--- src/rtl/binary_rgb565_unpacker.sv ---
// Replays packed 1-bit pixel words as an RGB565 stream aligned to display timing.
// Two-word buffer (cur + nxt); lines restart on a fresh word, frames flush everything.
module binary_rgb565_unpacker #(
   parameter logic [15:0] FG_COLOR  = 16'hFFFF,
   parameter logic [15:0] BG_COLOR  = 16'h0000,
   parameter bit          BIT_ORDER = 1'b0
) (
   input  logic        clk,
   input  logic        rst,
   input  logic        word_valid,
   input  logic [15:0] word_data,
   output logic        word_ready,
   input  logic        per_frame_vsync,
   input  logic        per_frame_href,
   input  logic        per_frame_clken,
   output logic        post_frame_vsync,
   output logic        post_frame_href,
   output logic        post_frame_clken,
   output logic        post_img_Bit,
   output logic [15:0] post_img_rgb565,
   output logic        underflow
);

   logic [15:0] cur_word;
   logic [15:0] nxt_word;
   logic        cur_valid;
   logic        nxt_valid;
   logic [3:0]  bit_idx;

   logic pix;
   logic vs_rise;
   logic line_end;
   logic acc;
   logic last;
   logic drop;
   logic vacate;
   logic cur_bit;
   logic pix_bit;

   assign pix      = per_frame_href & per_frame_clken;
   assign vs_rise  = per_frame_vsync & ~post_frame_vsync;
   assign line_end = post_frame_href & ~per_frame_href;

   assign word_ready = ~nxt_valid & ~vs_rise;
   assign acc        = word_valid & word_ready;

   assign last   = pix & cur_valid & (bit_idx == 4'd15);
   assign drop   = line_end & (bit_idx != 4'd0);
   assign vacate = last | drop;

   assign cur_bit = BIT_ORDER ? cur_word[bit_idx]
                              : cur_word[4'd15 - bit_idx];
   assign pix_bit = cur_valid & cur_bit;

   always_ff @(posedge clk or posedge rst) begin
      if (rst) begin
         post_frame_vsync <= 1'b0;
         post_frame_href  <= 1'b0;
         post_frame_clken <= 1'b0;
         post_img_Bit     <= 1'b0;
         post_img_rgb565  <= BG_COLOR;
         underflow        <= 1'b0;
         cur_word         <= 16'h0000;
         nxt_word         <= 16'h0000;
         cur_valid        <= 1'b0;
         nxt_valid        <= 1'b0;
         bit_idx          <= 4'd0;
      end else begin
         post_frame_vsync <= per_frame_vsync;
         post_frame_href  <= per_frame_href;
         post_frame_clken <= per_frame_clken;

         if (pix) begin
            post_img_Bit    <= pix_bit;
            post_img_rgb565 <= pix_bit ? FG_COLOR : BG_COLOR;
         end

         if (vs_rise) begin
            cur_valid <= 1'b0;
            nxt_valid <= 1'b0;
            bit_idx   <= 4'd0;
            underflow <= 1'b0;
         end else begin
            if (pix & ~cur_valid)
               underflow <= 1'b1;
            if (vacate) begin
               // acc implies nxt is empty, so at most one source refills cur
               bit_idx <= 4'd0;
               if (nxt_valid) begin
                  cur_word  <= nxt_word;
                  cur_valid <= 1'b1;
                  nxt_valid <= 1'b0;
               end else if (acc) begin
                  cur_word  <= word_data;
                  cur_valid <= 1'b1;
               end else begin
                  cur_valid <= 1'b0;
               end
            end else begin
               if (pix & cur_valid)
                  bit_idx <= bit_idx + 4'd1;
               if (acc) begin
                  if (!cur_valid) begin
                     cur_word  <= word_data;
                     cur_valid <= 1'b1;
                  end else begin
                     nxt_word  <= word_data;
                     nxt_valid <= 1'b1;
                  end
               end
            end
         end
      end
   end

endmodule

--- config.mk ---
export PLATFORM = sky130hd
export DESIGN_NAME = binary_rgb565_unpacker
export DESIGN_NICKNAME = d
export VERILOG_FILES = /design/src/rtl/binary_rgb565_unpacker.sv
export SDC_FILE = /design/constraint.sdc
export NUM_CORES = 1
export LEC_CHECK = 0
export ABC_CLOCK_PERIOD_IN_PS = 2500
export BUFFER_PORTS_ARGS = -buffer_cell sky130_fd_sc_hd__buf_4
export CAP_MARGIN = 5
export CORE_MARGIN = 10
export CORE_UTILIZATION = 38
export CTS_CLUSTER_DIAMETER = 40
export DETAILED_ROUTE_END_ITERATION = 10
export SYNTH_ARGS = -nofsm -noshare
export SYNTH_HDL_FRONTEND = slang
export SYNTH_SLANG_ARGS = --single-unit
--- constraint.sdc ---
create_clock -name clk -period 2.5 [get_ports clk]
set_input_delay 0.125 -clock clk [delete_from_list [all_inputs] [get_ports clk]]
set_output_delay 0.125 -clock clk [all_outputs]
set_load 0.02 [all_outputs]
# Yosys cells after proc, flatten, opt, wreduce, memory -nomap -nowiden
# Index checks and enable logic that the tools add are counted.
# totals
ff_bits	59
inputBits	22
word_cells	65
# op_classes
add_sub_neg	2
magnitude_cmp	1
n_eq_ne	2
mux	22
n_bitwise	17
reduce_logical	10
# ops
op	count
$mux 16	6
$mux 1	12
$mux 4	3
$and 1x1->1	10
$reduce_bool 3->1	3
$reduce_and 4->1	2
$not 1->1	6
$reduce_bool 2->1	3
$lt 4x5->1 const B	1
$add 4x1->4 const B	1
$bmux 1 s4	1
$eq 4x4->1 const B	1
$reduce_bool 4->1	1
$sub 4x4->4 const A	1
$ne 2x1->1 const B	1
$reduce_and 2->1	1
$or 1x1->1	1

# Logic depth before layout (Yosys ltp)
# Gate-level depths: netlist of run 1.
# logic_depth
ltp_word	9
ltp_mapped	9
mapped_depth_nobuf	6

# Worst setup path before layout of run 1
# Ideal clock, no wire load.
# synth_timing
kind	reg-to-reg
start	reg bit_idx[0]
end	reg cur_word[10]
arrival_time_ps	2120
path_slack_ps	255
path_stages_with_launch	9
path_cell_list	dfrtp_1 buf_2 inv_1 ha_1 nor3b_4 o32ai_4 buf_4 mux2_2 mux2_4
# synth_via
elab_chain_len	5
elab_cells_between_ends	9
# synth_rtl
element	line	text
start: declaration	28	logic [3:0] bit_idx;
start signal: assignment	101	bit_idx <= bit_idx + 4'd1;
$eq 4x4->1 or $reduce_bool 4->1 (tied branches)	47, 48	
$and 1x1->1 (on tied branches)	47, 48	
$or 1x1->1 *	49	assign vacate = last | drop;
$ne 2x1->1 (no source line) or $reduce_bool 2->1 (tied branches)	-	
$reduce_and 4->1 (no source line)	-	
end signal: assignment	90	cur_word <= nxt_word;
end signal: assignment	94	cur_word <= word_data;
end signal: assignment	104	cur_word <= word_data;
end: declaration	24	logic [15:0] cur_word;
# Every way passes the cells marked *; elsewhere a longest branch is shown, timed or not.
# A chain may end at the register's enable or synchronous reset.

# Worst setup path in the final report of run 1
# layout_timing
start	reg bit_idx[0]
end	reg cur_word[5]
# The elaborated chain is that of the path after synthesis.

==> results of run 1 <==
[cell type report]
| cell class | count | area share, % |
|---|---|---|
| Tap cell | 75 | 3.52 |
| Multi-Input combinational cell | 102 | 37.0 |
| Clock buffer | 7 | 2.87 |
| Clock inverter | 1 | 0.188 |
| Sequential cell | 43 | 40.4 |
| Timing Repair Buffer | 53 | 15.3 |
| Inverter | 5 | 0.705 |
[stage by stage]
step	instance area (sq um)	utilization (%)
floorplan	2270	-
finish	2660	45.5
CTS	2660	45.5
detailed placement	2540	43.5
global route	2660	45.5
global placement	2540	43.5
[Yosys cell counts]
cell type | n | area share (%)
dfrtp_1 | 43 | 47
a211oi_1 | 1 | 0.33
o2bb2ai_1 | 1 | 0.39
nand3b_1 | 1 | 0.33
o21a_1 | 2 | 0.66
o221a_1 | 1 | 0.50
mux2i_1 | 6 | 2.6
o32ai_4 | 1 | 1.2
o211ai_1 | 1 | 0.33
nor2_2 | 1 | 0.28
and2_1 | 1 | 0.28
xnor2_1 | 1 | 0.39
nor2_1 | 9 | 1.5
nor2b_1 | 1 | 0.28
mux2_4 | 10 | 6.6
ha_1 | 2 | 1.1
nor3b_4 | 1 | 0.83
inv_1 | 5 | 0.83
clkbuf_1 | 1 | 0.17
buf_4 | 18 | 5.9
buf_2 | 2 | 0.44
mux2_2 | 38 | 19
buf_6 | 2 | 0.99
a21oi_1 | 2 | 0.44
nand2b_1 | 3 | 0.83
mux4_2 | 1 | 0.99
and3_1 | 1 | 0.28
nand2_1 | 5 | 0.83
xor2_1 | 2 | 0.77
nand4_1 | 5 | 1.4
o22ai_2 | 1 | 0.55
buf_12 | 1 | 0.88
nand3_1 | 4 | 0.88
[cells by family after synthesis]
kind of cell             synth area share (%)
flip-flops                               47.4
buffers and inverters                    9.25
adder cells (fa/ha/maj)                  1.10
AO/OA/AOI/OAI                            4.41
AND/OR/NAND/NOR                          7.66
multiplexers                             29.1
XOR/XNOR                                 1.16
[timing repair]
item	CTS	global route
hold buffers	4	0
endpoints found under the hold margin	46	0
setup buffers	0	0
gates resized for setup	0	0
[how the worst max path moves through the flow]
stage,startpoint,end,slack (ps),cells after the start
after floorplan,bit_idx[0]$_DFFE_PP0P_,cur_word[10]$_DFFE_PP0P_,260,8
after global placement,bit_idx[0]$_DFFE_PP0P_,cur_word[9]$_DFFE_PP0P_,470,7
after detailed placement,bit_idx[0]$_DFFE_PP0P_,cur_word[5]$_DFFE_PP0P_,440,7
after CTS,bit_idx[0]$_DFFE_PP0P_,cur_word[5]$_DFFE_PP0P_,430,7
after global routing,bit_idx[0]$_DFFE_PP0P_,cur_word[5]$_DFFE_PP0P_,330,7
final,bit_idx[0]$_DFFE_PP0P_,cur_word[5]$_DFFE_PP0P_,450,7
[sequential cells by signal, summed over array words and instances (netlist names)]
| register | flops |
|---|---|
| post_frame_clken | 1 |
| nxt_word | 16 |
| nxt_valid | 1 |
| post_frame_href | 1 |
| post_img_rgb565 | 1 |
| post_frame_vsync | 1 |
| cur_valid | 1 |
| cur_word | 16 |
| bit_idx | 4 |
| underflow | 1 |
[where the power goes]
group | switching [mW] | total [mW] | internal, mW
Combinational | 0.505 | 1.14 | 0.635
Clock | 0.223 | 0.419 | 0.196
Sequential | 0.186 | 1.18 | 0.992
Total | 0.914 | 2.74 | 1.82
[per-layer routing]
layer / routed length (microns) / vias up / global-route usage (%)
li1: - / 666 / -
met1: 2020 / 663 / 11.8
met2: 1860 / 45 / 14.6
met3: 337 / 7 / 4.20
met4: 80 / 0 / 4.14
met5: 0 / - / 0
==> impl_metrics.json, run 1 <==
{
  "status": "completed",
  "finalHoldWorstSlack_ps": 68.1,
  "ys_ff_latch": 43,
  "antenna_found_initial": 0,
  "hpwl_mm": 3.08,
  "final_nets": 234,
  "n_antenna_cell": 0,
  "grt_start_max_net_pins": 44,
  "clk_pin_slew_ps": 80,
  "cp-start-kind": "flip-flop",
  "avgViaCountPerCell": 4.83,
  "ys_seq_area_share_pct": 47.4,
  "slowest_delay_ps": 420,
  "rr_startpoint": "bit_idx[0]$_DFFE_PP0P_",
  "design.die.area_sq_um": 9470,
  "wirelength_mm": 4.29,
  "groute.usage.overall_pct": 9.71,
  "gp_congestion": 0.848,
  "crit_type": "reg -> reg",
  "die_w_microns": 97.3,
  "worst_r2r_endpoint": "cur_word[5]$_DFFE_PP0P_",
  "hold_end": "nxt_word[3]$_DFFE_PP0P_",
  "end_kind": "flip-flop",
  "synth_cell_type_count": 33,
  "root_buffer": "clkbuf_8",
  "clock_path_buffers": 2,
  "fin_crit_ps": 2050,
  "drc": 0,
  "drt_pass1_iterations": 4,
  "cts_tree": "built",
  "dp_cells": 274,
  "path_cells": "inv_1 -> ha_1 -> nor3b_4 -> o22ai_2 -> o221a_1 -> buf_4 -> mux2_2",
  "place_ws_ps": 442,
  "register_area_sq_um": 1080,
  "die_h_microns": 97.3,
  "tightestPinTransition_ps": 537,
  "hp-start": "word_data[3]",
  "final_cell_mix": "buf_4 (49), dfrtp_1 (43), mux2_2 (38)",
  "layout-drive-gt1-share_pct": 51.2,
  "cp.required_ps": 2680,
  "wl_per_cell_microns": 15.0,
  "fin_worst_skew_ps": 4.12,
  "synthesis.area_sq_um": 2270,
  "start_util_pct": 38.8,
  "setup_slack_ps": 446,
  "postSynthAreaPerCell_sq_um": 13.1,
  "fillCellCount": 561,
  "path_max_fanout": 16,
  "timing.slew.headroom_pct": 64.2,
  "rrSetupSlack_ps": 450,
  "row_count": 28,
  "worst-path-buf-inv": 2,
  "fin_setup_tns_ps": 0,
  "min_path_cells": 2,
  "arrival_ps": 2230,
  "setup_violations": 0,
  "cts_sinks": 43,
  "clk_latency_ps": 290,
  "drv_slew": 0,
  "cts_max_level": 2,
  "first_iter_violations": 107,
  "synth_warnings": 0,
  "power_density_nw_per_um2": 1030,
  "cap_violations": 0,
  "drtAntennaViolNets": 0,
  "hold_path_class": "in -> reg",
  "syn_inst": 174,
  "hold_violations": 0,
  "syn_nets": 198,
  "fmax_ghz": 0.487,
  "rsz0062_at_grt": "no",
  "final_cells": 286,
  "peakVddDrop_v": 0.000491,
  "reg2reg_depth": 7,
  "portBuffers": 43,
  "cts_buffers": 5,
  "grt_overflow": 0,
  "area_growth_pct": 17.2,
  "power_leakage_nw": 1.18,
  "vias": 1381,
  "grt_pass1_wl_mm": 7.66,
  "final.period_utilization_pct": 82.2,
  "core-area_sq_um": 5850,
  "grt_pass1_vias": 1535,
  "cp_slowest_cell": "dfrtp_1",
  "multi_input_area_sq_um": 986,
  "critPathTopFamily": "compound AO/OA/AOI/OAI gates",
  "power_mw": 2.74,
  "mostFrequentLayoutCell": "buf_4",
  "num_io_pins": 44
}
Note: power is estimated with default switching activity, not from simulation.
==> run 2: changes to the inputs <==
Settings changed: ABC_CLOCK_PERIOD_IN_PS 2500 to 2150.
Clock period 2.5 ns to 2.15 ns, I/O delays scaled along.
==> run 2 against run 1 <==
Final area increased by 1.6%; die area unchanged; wire length is 1.4% higher; power rose by 18%; utilization is 0.73 points higher; global-route usage is 0.33 points lower; hold slack got worse by 15 ps; sequential cell count is the same; clock power up 19%; sequential share of layout area is 0.64 points lower; setup slack worse by 290 ps; critical path type unchanged.
==> impl_metrics.json, run 2 (synthesized netlist as in run 1, its figures left out) <==
{
  "status": "completed",
  "switching_share_pct": 33.6,
  "fin_worst_skew_ps": 4.10,
  "fmax_ghz": 0.501,
  "core-area_sq_um": 5850,
  "worst_r2r_endpoint": "cur_word[11]$_DFFE_PP0P_",
  "final_nets": 236,
  "clk_pin_slew_ps": 80,
  "rsz0062_at_grt": "no",
  "groute.usage.overall_pct": 9.38,
  "cts-resized-gates": 0,
  "drtAntennaViolNets": 0,
  "layout-drive-gt1-share_pct": 52.6,
  "final_cells": 288,
  "die_w_microns": 97.3,
  "cts_sinks": 43,
  "cts_tree": "built",
  "final.period_utilization_pct": 92.8,
  "drt_pass1_iterations": 4,
  "row_count": 28,
  "rr_startpoint": "bit_idx[0]$_DFFE_PP0P_",
  "root_buffer": "clkbuf_8",
  "design_area_sq_um": 2710,
  "mostFrequentLayoutCell": "buf_4",
  "setup_violations": 0,
  "portBuffers": 43,
  "grt_pass1_vias": 1513,
  "vias": 1387,
  "clkPwrFrac_pct": 15.4,
  "num_io_pins": 44,
  "reg_top3": "cur_word (16), nxt_word (16), bit_idx (4)",
  "start_util_pct": 38.8,
  "p_sw_mw": 1.09,
  "wl_per_cell_microns": 15.1,
  "gp_congestion": 0.777,
  "dp_cells": 276,
  "power_leakage_nw": 1.21,
  "power_density_nw_per_um2": 1190,
  "grt_overflow": 0,
  "p_int_mw": 2.14,
  "n_antenna_cell": 0,
  "path_max_fanout": 9,
  "min_path_cells": 2,
  "fin_setup_tns_ps": 0,
  "cap_violations": 0,
  "tightestPinTransition_ps": 542,
  "cts_buffers": 5,
  "dpl_cell_area_sq_um": 2580,
  "clk_latency_ps": 290,
  "first_iter_violations": 50,
  "hold_violations": 0,
  "grt_pass1_wl_mm": 7.49,
  "avgViaCountPerCell": 4.82,
  "design.die.area_sq_um": 9470,
  "grt_start_max_net_pins": 44,
  "fillCellCount": 548,
  "area_growth_pct": 19.1,
  "hpwl_mm": 3.11,
  "crit_type": "reg -> reg",
  "final_util_pct": 46.3,
  "drc": 0,
  "combPwrFrac_pct": 42.3,
  "cts_max_level": 2,
  "hp-start": "word_data[10]",
  "arrival_ps": 2180,
  "seqPwrFrac_pct": 42.4,
  "rrSetupSlack_ps": 150,
  "final_cell_mix": "buf_4 (49), dfrtp_1 (43), mux2_2 (38)",
  "register_area_sq_um": 1080,
  "antenna_found_initial": 0,
  "hold_end": "nxt_word[10]$_DFFE_PP0P_",
  "reg2reg_depth": 7,
  "die_h_microns": 97.3,
  "post_cts_buffers": 0,
  "clock_path_buffers": 2,
  "peakVddDrop_v": 0.000628,
  "multi_input_area_sq_um": 986,
  "end_kind": "flip-flop",
  "timing.slew.headroom_pct": 63.9,
  "hold_path_class": "in -> reg",
  "cp-start-kind": "flip-flop",
  "cp.required_ps": 2330,
  "wirelength_mm": 4.35,
  "drv_slew": 0,
  "fin_crit_ps": 2000
}
run 2: cell types whose count changed in the layout (fill, tap and decap cells not counted), sizes merged:
cell	previous run	this run
buf	49	51
clkbuf	7	5
clkinv	1	3
run 2: per-layer routing:
metal / wire, microns / GRT usage [%]
met5: 0 / 0
met4: 38 / 2.68
met3: 310 / 3.91
met2: 1910 / 14.4
met1: 2100 / 11.7
run 2: worst max-delay path by stage:
stage,start,to,slack [ps],cells after the start
floorplan,bit_idx[0]$_DFFE_PP0P_,cur_word[10]$_DFFE_PP0P_,-10,8
global placement,bit_idx[0]$_DFFE_PP0P_,cur_word[7]$_DFFE_PP0P_,200,7
detailed placement,bit_idx[0]$_DFFE_PP0P_,cur_word[2]$_DFFE_PP0P_,150,7
CTS,bit_idx[0]$_DFFE_PP0P_,cur_word[2]$_DFFE_PP0P_,140,7
global route,bit_idx[0]$_DFFE_PP0P_,cur_word[1]$_DFFE_PP0P_,60,7
finish,bit_idx[0]$_DFFE_PP0P_,cur_word[11]$_DFFE_PP0P_,150,7
run 2: final cells by class:
class	instances	area share, %
multi-input cells	102	36.4
inverters	5	0.693
flip-flops and latches	43	39.8
well taps	75	3.47
clock inverters	3	0.555
clock buffers	5	2.54
repair buffers	55	16.6
run 2: stage by stage:
step / power, mW / hold WS [ps] / setup slack (ps)
after floorplan: 2.50 / 139 / -13.0
after global placement: 2.73 / 229 / 203
after detailed placement: 2.77 / 230 / 154
after CTS: 3.28 / 45.4 / 140
after global routing: 3.46 / 42.3 / 63.1
final: 3.23 / 53.4 / 155
run 2: critical path, stage by stage (launching register included):
cell and delay, ps:
dfrtp_1 370, inv_1 50, ha_1 180, nor3b_4 160, o32ai_4 280, buf_4 230
mux2_2 350, mux2_4 260
run 2: power groups by stage:
| stage | logic, mW | clock network [mW] | registers [mW] |
|---|---|---|---|
| detailed placement | 1.38 | 0 | 1.38 |
| global placement | 1.35 | 0 | 1.38 |
| finish | 1.36 | 0.497 | 1.37 |
| global route | 1.48 | 0.552 | 1.42 |
| CTS | 1.39 | 0.519 | 1.37 |
| floorplan | 1.16 | 0 | 1.34 |
run 2: repair_timing:
action | in CTS | in global routing
hold buffers | 4 | 0
endpoints found under the hold margin | 46 | 0
endpoints found under the setup margin | 0 | 0
